[src/rtl/johnson_decoder.sv]
// Johnson (twisted-ring) code decoder: maps a sampled code word to a phase index and one-hot
// vector, checks legality and ring order, tracks lock and counts errors.
module johnson_decoder #(
    parameter int unsigned WIDTH      = 4,
    parameter int unsigned LOCK_COUNT = 4
) (
    input  logic                 clk,
    input  logic                 reset,
    input  logic [WIDTH-1:0]     code_in,
    input  logic                 code_valid,
    input  logic                 err_clr,
    output logic [3:0]           phase,
    output logic [2*WIDTH-1:0]   onehot,
    output logic                 phase_valid,
    output logic                 illegal,
    output logic                 seq_err,
    output logic                 locked,
    output logic [7:0]           err_count
);

    localparam logic [0:0]         StUnlocked = 1'b0;
    localparam logic [0:0]         StLocked   = 1'b1;
    localparam logic [3:0]         LastPhase  = 4'(2 * WIDTH - 1);
    localparam logic [3:0]         LockCnt    = 4'(LOCK_COUNT);
    localparam logic [WIDTH-1:0]   Ones       = '1;
    localparam logic [2*WIDTH-1:0] OhOne      = {{(2 * WIDTH - 1){1'b0}}, 1'b1};

    // Phase k <= N fills ones from the bottom; phase k > N clears them from the bottom.
    function automatic logic [WIDTH-1:0] ring_code(input int unsigned k);
        if (k <= WIDTH) return ~(Ones << k);
        return Ones << (k - WIDTH);
    endfunction

    logic [3:0]         phase_q, phase_d;
    logic [2*WIDTH-1:0] onehot_q, onehot_d;
    logic               phase_valid_q, phase_valid_d;
    logic               illegal_q, illegal_d;
    logic               seq_err_q, seq_err_d;
    logic [0:0]         state_q, state_d;
    logic [3:0]         good_cnt_q, good_cnt_d;
    logic               have_prev_q, have_prev_d;
    logic [3:0]         prev_q, prev_d;
    logic [7:0]         err_count_q, err_count_d;

    logic               code_legal;
    logic [3:0]         code_idx;
    logic [2*WIDTH-1:0] code_onehot;
    logic [3:0]         succ_idx;

    always_comb begin
        code_legal  = 1'b0;
        code_idx    = '0;
        code_onehot = '0;
        for (int unsigned k = 0; k < 2 * WIDTH; k++) begin
            if (code_in == ring_code(k)) begin
                code_legal  = 1'b1;
                code_idx    = 4'(k);
                code_onehot = OhOne << k;
            end
        end
    end

    assign succ_idx = (prev_q == LastPhase) ? 4'd0 : prev_q + 4'd1;

    always_comb begin
        phase_d       = phase_q;
        onehot_d      = onehot_q;
        phase_valid_d = 1'b0;
        illegal_d     = 1'b0;
        seq_err_d     = 1'b0;
        state_d       = state_q;
        good_cnt_d    = good_cnt_q;
        have_prev_d   = have_prev_q;
        prev_d        = prev_q;
        if (code_valid) begin
            if (code_legal) begin
                phase_d       = code_idx;
                onehot_d      = code_onehot;
                phase_valid_d = 1'b1;
                prev_d        = code_idx;
                have_prev_d   = 1'b1;
                if (!have_prev_q) begin
                    good_cnt_d = '0;
                end else if (code_idx == succ_idx) begin
                    good_cnt_d = (good_cnt_q < LockCnt) ? good_cnt_q + 4'd1 : LockCnt;
                    if (good_cnt_d == LockCnt) state_d = StLocked;
                end else if (code_idx != prev_q) begin
                    seq_err_d  = 1'b1;
                    good_cnt_d = '0;
                    state_d    = StUnlocked;
                end
            end else begin
                illegal_d   = 1'b1;
                onehot_d    = '0;
                have_prev_d = 1'b0;
                good_cnt_d  = '0;
                state_d     = StUnlocked;
            end
        end
    end

    // Clear wins over a coincident error.
    always_comb begin
        err_count_d = err_count_q;
        if (err_clr) begin
            err_count_d = '0;
        end else if ((illegal_d || seq_err_d) && err_count_q != 8'hFF) begin
            err_count_d = err_count_q + 8'd1;
        end
    end

    always_ff @(posedge clk) begin
        if (reset) begin
            phase_q       <= '0;
            onehot_q      <= '0;
            phase_valid_q <= 1'b0;
            illegal_q     <= 1'b0;
            seq_err_q     <= 1'b0;
            state_q       <= StUnlocked;
            good_cnt_q    <= '0;
            have_prev_q   <= 1'b0;
            prev_q        <= '0;
            err_count_q   <= '0;
        end else begin
            phase_q       <= phase_d;
            onehot_q      <= onehot_d;
            phase_valid_q <= phase_valid_d;
            illegal_q     <= illegal_d;
            seq_err_q     <= seq_err_d;
            state_q       <= state_d;
            good_cnt_q    <= good_cnt_d;
            have_prev_q   <= have_prev_d;
            prev_q        <= prev_d;
            err_count_q   <= err_count_d;
        end
    end

    assign phase       = phase_q;
    assign onehot      = onehot_q;
    assign phase_valid = phase_valid_q;
    assign illegal     = illegal_q;
    assign seq_err     = seq_err_q;
    assign locked      = (state_q == StLocked);
    assign err_count   = err_count_q;

endmodule

[config.mk]
export PLATFORM = sky130hd
export DESIGN_NAME = johnson_decoder
export DESIGN_NICKNAME = d
export VERILOG_FILES = /design/src/rtl/johnson_decoder.sv
export SDC_FILE = /design/constraint.sdc
export NUM_CORES = 1
export LEC_CHECK = 0
export CORE_MARGIN = 2
export CORE_UTILIZATION = 51
export CTS_CLUSTER_SIZE = 16
export DETAILED_ROUTE_END_ITERATION = 6
export PLACE_DENSITY = 0.79
export SLEW_MARGIN = 20
export SYNTH_ARGS = -nofsm -noshare
export SYNTH_HDL_FRONTEND = slang
export SYNTH_SLANG_ARGS = --single-unit
[constraint.sdc]
create_clock -name clk -period 3.55 [get_ports clk]
set_input_delay 1.065 -clock clk [delete_from_list [all_inputs] [get_ports clk]]
set_output_delay 1.065 -clock clk [all_outputs]
set_load 0.02 [all_outputs]
==> results of run 1 <==
==> synthesized netlist by cell type, types with 5 or more instances <==
library cell | number | area share, %
a21oi_1 | 18 | 5.5
clkbuf_1 | 5 | 1.1
dfxtp_1 | 28 | 34
nand2_1 | 22 | 5.0
nand3_1 | 5 | 1.5
nand4_1 | 5 | 1.9
nand4b_1 | 6 | 3.2
nor2_1 | 19 | 4.3
nor3_1 | 5 | 1.5
o21ai_0 | 9 | 2.7
==> state kept, by name (all words and copies together), names as in the netlist <==
name and cells:
onehot 8, illegal 1, err_count 8, have_prev_q 1
prev_q 3, good_cnt_q 4, seq_err 1, locked 1
phase_valid 1
==> per-layer routing <==
layer	up-vias	wire (um)	share of wire (%)
met2	54	1997	49
met3	7	224	5.5
met5	-	0	0
li1	816	-	-
met1	788	1777	44
met4	0	47	1.2
==> area by class of cell <==
type | count | area share, %
Multi-Input combinational cell | 156 | 47.17
Sequential cell | 28 | 27.02
Timing Repair Buffer | 49 | 21.35
Tap cell | 44 | 2.654
Clock buffer | 3 | 1.086
Inverter | 4 | 0.7238
==> stage by stage <==
stage	std cells	TNS (ns)
after CTS	284	0
after global routing	284	0
after detailed placement	281	-0.04235
after global placement	281	0
final	284	0
after floorplan	204	0
==> worst max-delay path by stage <==
stage / endpoint / slack [ns] / cells past startpoint / from
2_1_floorplan: err_count[2] / 0.62 / 8 / code_in[1]
4_1_cts: err_count[2] / 0.33 / 8 / code_in[3]
5_1_grt: err_count[2] / 0.17 / 9 / code_in[2]
3_3_place_gp: err_count[4] / 0.05 / 9 / code_in[1]
6_report: err_count[4] / 0.30 / 8 / code_in[3]
3_5_place_dp: err_count[2] / -0.02 / 9 / code_in[1]
==> logic make-up (layout without fill, tap and decap cells) <==
family / after synthesis / after routing
compound gates: 53 / 53
other cells: 1 / 1
simple gates: 90 / 90
buf+inv: 20 / 56
fa+ha+maj: 4 / 4
mux: 3 / 3
flops: 28 / 28
xor+xnor: 5 / 5
==> power breakdown <==
group / internal [uW] / switching (uW)
sequential: 320 / 8.42
combinational: 64.7 / 76.1
clock: 39.8 / 84.8
total: 425 / 169
==> worst max-delay path: stages <==
cell and delay [ns]:
clkdlybuf4s50_1 0.64, or2b_1 0.19, o32ai_1 0.12, or2_1 0.24, a2111o_1 0.43, a31o_1 0.31
or3_1 0.37, a21oi_1 0.14
==> flow_summary.yaml, run 1 <==
finish:
  layout_commonest_cell: "clkdlybuf4s50_1"
  final-seq-area_um2: 560.5
  final_cell_mix: "clkdlybuf4s50_1 (30), dfxtp_1 (28), nand2_1 (22)"
  finalInstanceArea_um2: 2074
  fin_nets: 254
  final.fill_count: 274
  multi_input_area_um2: 978.4
  drive_gt1_share_pct: 12.08
  area_delta_synth_final_pct: 26.08
  diodes: 0
  utilization_pct: 67.95
synth:
  synthAdderAreaFrac_pct: 3.042
  ys_warn_count: 0
  synthSimpleGateAreaFrac_pct: 29.43
  netlist_area_um2: 1645
  synth_xor_area_share_pct: 2.662
  async_reset_ff_share_pct: 0
  synth_cells: 204
  synth-edff-count: 0
  seq_area_frac_synth_pct: 34.07
  muxShareOfSynthArea_pct: 1.825
  syn_area_per_cell_um2: 8.065
  synth.distinct_cells: 53
  synth_top_family_by_area: "simple AND/OR/NAND/NOR gates"
  synth_seq_cells: 28
  synth-compound-area-share_pct: 22.28
  ys.flop_type: "dfxtp_1"
  synthesis.nets: 216
power:
  worst_ir_drop_vdd_v: 0.0002687
  p_total_uw: 594.2
  p_leak_uw: 0.0007643
  power.density_nw_per_um2: 286.4
routing:
  drc: 0
  viasPerCell: 5.863
  routed_wirelength_um: 4046
  wl_per_cell_um: 14.25
  drtAntennaViolNets: 0
  drtPass1Iterations: 4
  first_iter_violations: 84
  vias: 1665
clocking:
  cts_root_buf: "clkbuf_4"
  numCtsBuffers: 3
  cts_sinks: 28
  h-tree-depth: 1
  post_cts_buffers: 0
  ctsLongestPathBuffers: 2
  cts_tree: "built"
  cts-resized-gates: 0
  cts_hold_buf: 0
  clock_latency_ns: 0.32
  clk_pin_slew_worst_paths_ns: 0.14
sta:
  hold-worst-slack_ns: 0.4773
  hold_violations: 0
  clock_skew_ns: 0.008328
  fin_crit_sh_pct: 91.51
  setup_viol: 0
  grt_setup_unrepaired: "no"
  slew_viol_final: 0
  fmax_mhz: 307.8
  fin_ws_ns: 0.3014
  period_needed_ns: 3.249
die:
  io_pins: 32
  initial_core_util_pct: 53.89
  die_area_um2: 3697
  row_count: 20
  die_w_um: 60.80
  die_h_um: 60.80
  core_um2: 3053
grt:
  grt_max_degree: 23
  busiest_layer: "met2"
  grtUsageMet3_pct: 4.264
  use_met1_pct: 29.74
  grt-ovfl-total: 0
  grt_usage_pct: 23.79
  grt_pass1_vias: 1482
  antenna_found_initial: 0
  met2_usage_pct: 42.40
  grt_pass1_wl_um: 6658
worst_setup_path:
  crit_path_max_fanout: 9
  critical_path_class: "in2reg"
  crit_path_start_kind: "input port"
  required_ns: 3.82
  reg2reg_to: "err_count[4]"
  worstPathArrival_ns: 3.52
  r2r-start: "prev_q[1]"
  r2r_cells: 9
  cp-end-kind: "register"
  regToRegSetupSlack_ns: 0.66
min_path:
  hold_end: "onehot[1]"
  min_from: "onehot[1]"
  min_path_type: "reg2reg"
  hold_depth: 2
job:
  maxCapViolations: 0
place:
  gp_congestion: 0.8332
  place_area_um2: 2052
  pre_cts_ws_ns: -0.01769
  port_buffers: 30
  hpwl_um: 3033
status:
  status: "finished, final reports clean"
No activity file was read; power rests on OpenSTA's default activity.
==> run 2: changes to the inputs <==
Settings changed: CORE_UTILIZATION 51 to 46, PLACE_DENSITY 0.79 to 0.75.
Clock period 3.55 ns to 2.75 ns, I/O delays scaled along.
==> flow_summary.yaml, run 2 (synthesis gave the netlist of run 1 again) <==
power:
  clkPwrFrac_pct: 29.4
  power.internal_uw: 665.5
  seq_power_share_pct: 46.5
  p_leak_uw: 0.0008641
  worst_ir_drop_vdd_v: 0.0003056
  p_comb_share_pct: 24.1
  p_switching_uw: 237.8
  power.density_nw_per_um2: 395.8
  p_sw_share_pct: 26.33
clocking:
  h-tree-depth: 1
  clock_latency_ns: 0.32
  numCtsBuffers: 3
  ctsLongestPathBuffers: 2
  clk_pin_slew_worst_paths_ns: 0.15
  cts_tree: "built"
  cts_root_buf: "clkbuf_4"
  cts_sinks: 28
sta:
  slew_viol_final: 0
  hold-worst-slack_ns: 0.4633
  fmax_mhz: 369.0
  fin_crit_sh_pct: 98.56
  clock_skew_ns: 0.004470
  setup_tns_ns: 0
  period_needed_ns: 2.710
  setup_viol: 0
  fin_ws_ns: 0.03972
  hold_violations: 0
worst_setup_path:
  cp-end-kind: "register"
  r2r_cells: 9
  cpMaxStageDelayCell: "a2111o_1"
  required_ns: 3.03
  crit_path_max_fanout: 8
  worstPathArrival_ns: 2.99
  slowest_delay_ns: 0.45
  crit_chain: "dlygate4sd2_1, or4_1, o211ai_2, or2_1, a2111o_1, a31o_4, or3_1, a21oi_2"
  crit_path_start_kind: "input port"
  critical_path_class: "in2reg"
die:
  die_area_um2: 4071
  die_h_um: 63.81
  die_w_um: 63.81
  io_pins: 32
  initial_core_util_pct: 48.54
  row_count: 21
  core_um2: 3390
finish:
  layout_commonest_cell: "buf_4"
  final_cell_mix: "buf_4 (30), dfxtp_1 (26), clkdlybuf4s50_1 (26)"
  area_delta_synth_final_pct: 38.71
  diodes: 0
  multi_input_area_um2: 1050
  drive_gt1_share_pct: 22.35
  finalInstanceArea_um2: 2282
  final-seq-area_um2: 563.0
  fin_nets: 268
  final.fill_count: 274
routing:
  drtAntennaViolNets: 0
  first_iter_violations: 83
  drc: 0
  viasPerCell: 5.635
  vias: 1696
  drtPass1Iterations: 4
  routed_wirelength_um: 4207
  wl_per_cell_um: 13.98
grt:
  grt_pass1_vias: 1614
  antenna_found_initial: 0
  grt_max_degree: 22
  grt_pass1_wl_um: 7134
  grt-ovfl-total: 0
  grt_usage_pct: 21.73
place:
  port_buffers: 30
  pre_cts_ws_ns: -0.5279
  hpwl_um: 2893
  gp_congestion: 0.8737
  place_area_um2: 2137
status:
  status: "finished, final reports clean"
min_path:
  hold_depth: 2
  min_path_type: "reg2reg"
job:
  maxCapViolations: 0
## run 2: changes by cell type in the layout (fill, tap and decap cells not counted), moves of 2 or more
| cell | delta |
|---|---|
| clkdlybuf4s50_1 | -4 |
| a21oi_1 | -2 |
| xor2_1 | -2 |
| buf_6 | +2 |
| xor2_2 | +2 |
| dlygate4sd2_1 | +3 |
| dfxtp_1 | -2 |
| buf_4 | +11 |
| a21oi_2 | +2 |
| dfxtp_2 | +2 |
## run 2: worst paths after layout
| path | startpoint | end | slack [ns] |
|---|---|---|---|
| setup / recovery | code_in[0] | err_count[2] | 0.04 |
| hold reg to reg | onehot[7] | onehot[7] | 0.46 |
| hold / removal | onehot[7] | onehot[7] | 0.46 |
| setup reg to reg | prev_q[0] | err_count[2] | 0.06 |
## run 2: power by group through the flow
stage	registers (uW)	logic [uW]	clock network, uW
4_1_cts	420	203	272
6_report	420	218	265
5_1_grt	422	237	294
2_1_floorplan	437	111	0
3_5_place_dp	428	198	0
3_3_place_gp	428	197	0
## run 2: worst max-delay path: cells and delay by family
family / cells / cell delay (ns)
simple gates: 3 / 0.79
compound gates: 4 / 1.00
buf+inv: 1 / 0.37
## run 2: stage by stage
step                util [%]  total power [uW]  std cells
floorplan                  -             547.2        204
global placement       63.05             625.4        294
detailed placement     63.05             626.4        294
CTS                    65.63             894.8        300
global route           67.33             953.1        301
finish                 67.33             903.4        301
## run 2: per-layer routing
| layer | GRT usage [%] | vias up | wire length [um] |
|---|---|---|---|
| met4 | 6.522 | 0 | 46 |
| met3 | 5.106 | 6 | 172 |
| met2 | 40.10 | 39 | 2259 |
| met1 | 24.50 | 808 | 1728 |
| met5 | 0 | - | 0 |
| li1 | - | 843 | - |
## run 2: what timing repair did
item / in CTS / in global routing
pin swaps: 2 / 6
gates cloned: 1 / 0
buffers inserted: 1 / 1
setup endpoints to repair: 13 / 8
resized for setup: 8 / 13
hold buffers: 0 / 0
## run 2: area by class of cell
class | count | share of cell area, %
multi-input combinational | 156 | 46.00
sequential | 28 | 24.67
timing repair buffer | 63 | 23.85
tap | 46 | 2.522
clock inverter | 1 | 1.316
clock buffer | 3 | 0.9868
inverter | 4 | 0.6579
==> run 3: changes to the inputs <==
Settings changed: CORE_UTILIZATION 46 to 48, CTS_BUF_LIST set to sky130_fd_sc_hd__clkbuf_8, GPL_TIMING_DRIVEN set to 0, PLACE_DENSITY 0.75 to 0.78.
==> flow_summary.yaml, run 3 (synthesis gave the netlist of run 1 again) <==
status:
  status: "finished, final reports clean"
grt:
  grt_usage_pct: 20.51
  grt-ovfl-total: 0
  grt_pass1_vias: 1508
  grt_pass1_wl_um: 6693
  grt_max_degree: 16
  antenna_found_initial: 0
finish:
  utilization_pct: 66.93
  diodes: 0
  final_cell_mix: "dfxtp_1 (27), clkdlybuf4s50_1 (26), nand2_1 (22)"
  layout_commonest_cell: "dfxtp_1"
  fin_nets: 257
  multi_input_area_um2: 1100
  drive_gt1_share_pct: 15.98
  final.fill_count: 287
  fin_cells: 290
  area_delta_synth_final_pct: 34.68
  final-seq-area_um2: 564.3
routing:
  drc: 0
  wl_per_cell_um: 13.69
  vias: 1622
  first_iter_violations: 91
  drtAntennaViolNets: 0
  viasPerCell: 5.593
  routed_wirelength_um: 3970
  drtPass1Iterations: 4
clocking:
  clock_latency_ns: 0.27
  ctsLongestPathBuffers: 2
  cts_hold_buf: 0
  numCtsBuffers: 3
  cts_tree: "built"
  h-tree-depth: 1
  cts_sinks: 28
  clk_pin_slew_worst_paths_ns: 0.09
  cts_root_buf: "clkbuf_8"
min_path:
  min_path_type: "reg2reg"
  min_from: "onehot[7]"
  hold_end: "onehot[7]"
  hold_depth: 2
sta:
  hold-worst-slack_ns: 0.4613
  slew_viol_final: 0
  setup_tns_ns: 0
  clock_skew_ns: 0.001928
  hold_violations: 0
  tightest_slew_ns: 0.4709
  fmax_mhz: 372.2
  setup_viol: 0
  fin_crit_sh_pct: 97.71
  slew_headroom_pct: 67.71
  period_needed_ns: 2.687
die:
  die_w_um: 62.55
  initial_core_util_pct: 49.70
  die_area_um2: 3912
  core_um2: 3311
  io_pins: 32
  die_h_um: 62.55
  row_count: 21
place:
  hpwl_um: 2722
  place_inst: 277
  port_buffers: 27
  gp_congestion: 0.8877
worst_setup_path:
  crit_path_max_fanout: 8
  required_ns: 2.96
  reg2reg_to: "err_count[2]"
  critical_path_class: "reg2reg"
  worstPathArrival_ns: 2.90
  crit_path_start_kind: "register"
  r2r_cells: 9
  r2r-start: "prev_q[0]"
  cp-end-kind: "register"
  regToRegSetupSlack_ns: 0.06
power:
  worst_ir_drop_vdd_v: 0.0003917
  power.density_nw_per_um2: 396.3
  p_leak_uw: 0.0007790
job:
  maxCapViolations: 0
## run 3: cell count changes in the layout (fill, tap and decap cells not counted), sizes merged
cell,previous run,this run
buf,33,20
clkbuf,4,10
bufinv,1,0
dlygate4sd2,3,0
## run 3: how the worst max path moves through the flow
| stage | slack (ns) | to | startpoint |
|---|---|---|---|
| 2_1_floorplan | 0.06 | err_count[2] | code_in[1] |
| 4_1_cts | 0.007 | err_count[4] | code_in[0] |
| 3_3_place_gp | -0.59 | err_count[4] | code_in[0] |
| 6_report | 0.06 | err_count[2] | prev_q[0] |
| 3_5_place_dp | -0.62 | err_count[6] | code_in[0] |
| 5_1_grt | -0.03 | err_count[4] | prev_q[0] |
## run 3: final cells by class
| type | count | share of cell area (%) |
|---|---|---|
| buffer | 16 | 4.122 |
| inverter | 4 | 0.6776 |
| multi-input combinational | 156 | 49.63 |
| tap | 46 | 2.597 |
| timing repair buffer | 36 | 15.02 |
| sequential | 28 | 25.47 |
| clock buffer | 4 | 2.484 |
## run 3: power by group
part	switching [uW]	total (uW)	internal, uW
Sequential	7.94	421	413
Clock	125	254	128
Combinational	115	204	89.3
Total	248	878	630
## run 3: metrics by stage
| stage | power, uW | instance area, um2 | setup WS, ns |
|---|---|---|---|
| after floorplan | 547.2 | 1645 | 0.05946 |
| after global placement | 591.5 | 1973 | -0.5950 |
| after detailed placement | 593.7 | 1973 | -0.6237 |
| after CTS | 857.6 | 2113 | 0.007266 |
| after global routing | 919.2 | 2216 | -0.03069 |
| final | 878.1 | 2216 | 0.06291 |
## run 3: critical path, stage by stage, from the launching register on
cell,delay (ns)
dfxtp_4,0.39
ha_4,0.17
ha_4,0.31
xor2_4,0.16
o32ai_4,0.11
or2_1,0.26
a2111o_1,0.45
a31o_4,0.30
or3_1,0.34
a21oi_1,0.13
## run 3: what timing repair did
item,CTS,global route
buffers inserted,3,6
endpoints found under the setup margin,14,10
gates resized for setup,12,10
pin swaps,4,7
## run 3: metal layers
metal / vias to the layer above / share of wire, % / GRT usage, %
met5: - / 0 / 0
met4: 0 / 0.43 / 4.722
met3: 2 / 4.2 / 3.604
met2: 38 / 49 / 36.83
met1: 758 / 46 / 25.48
li1: 824 / - / -
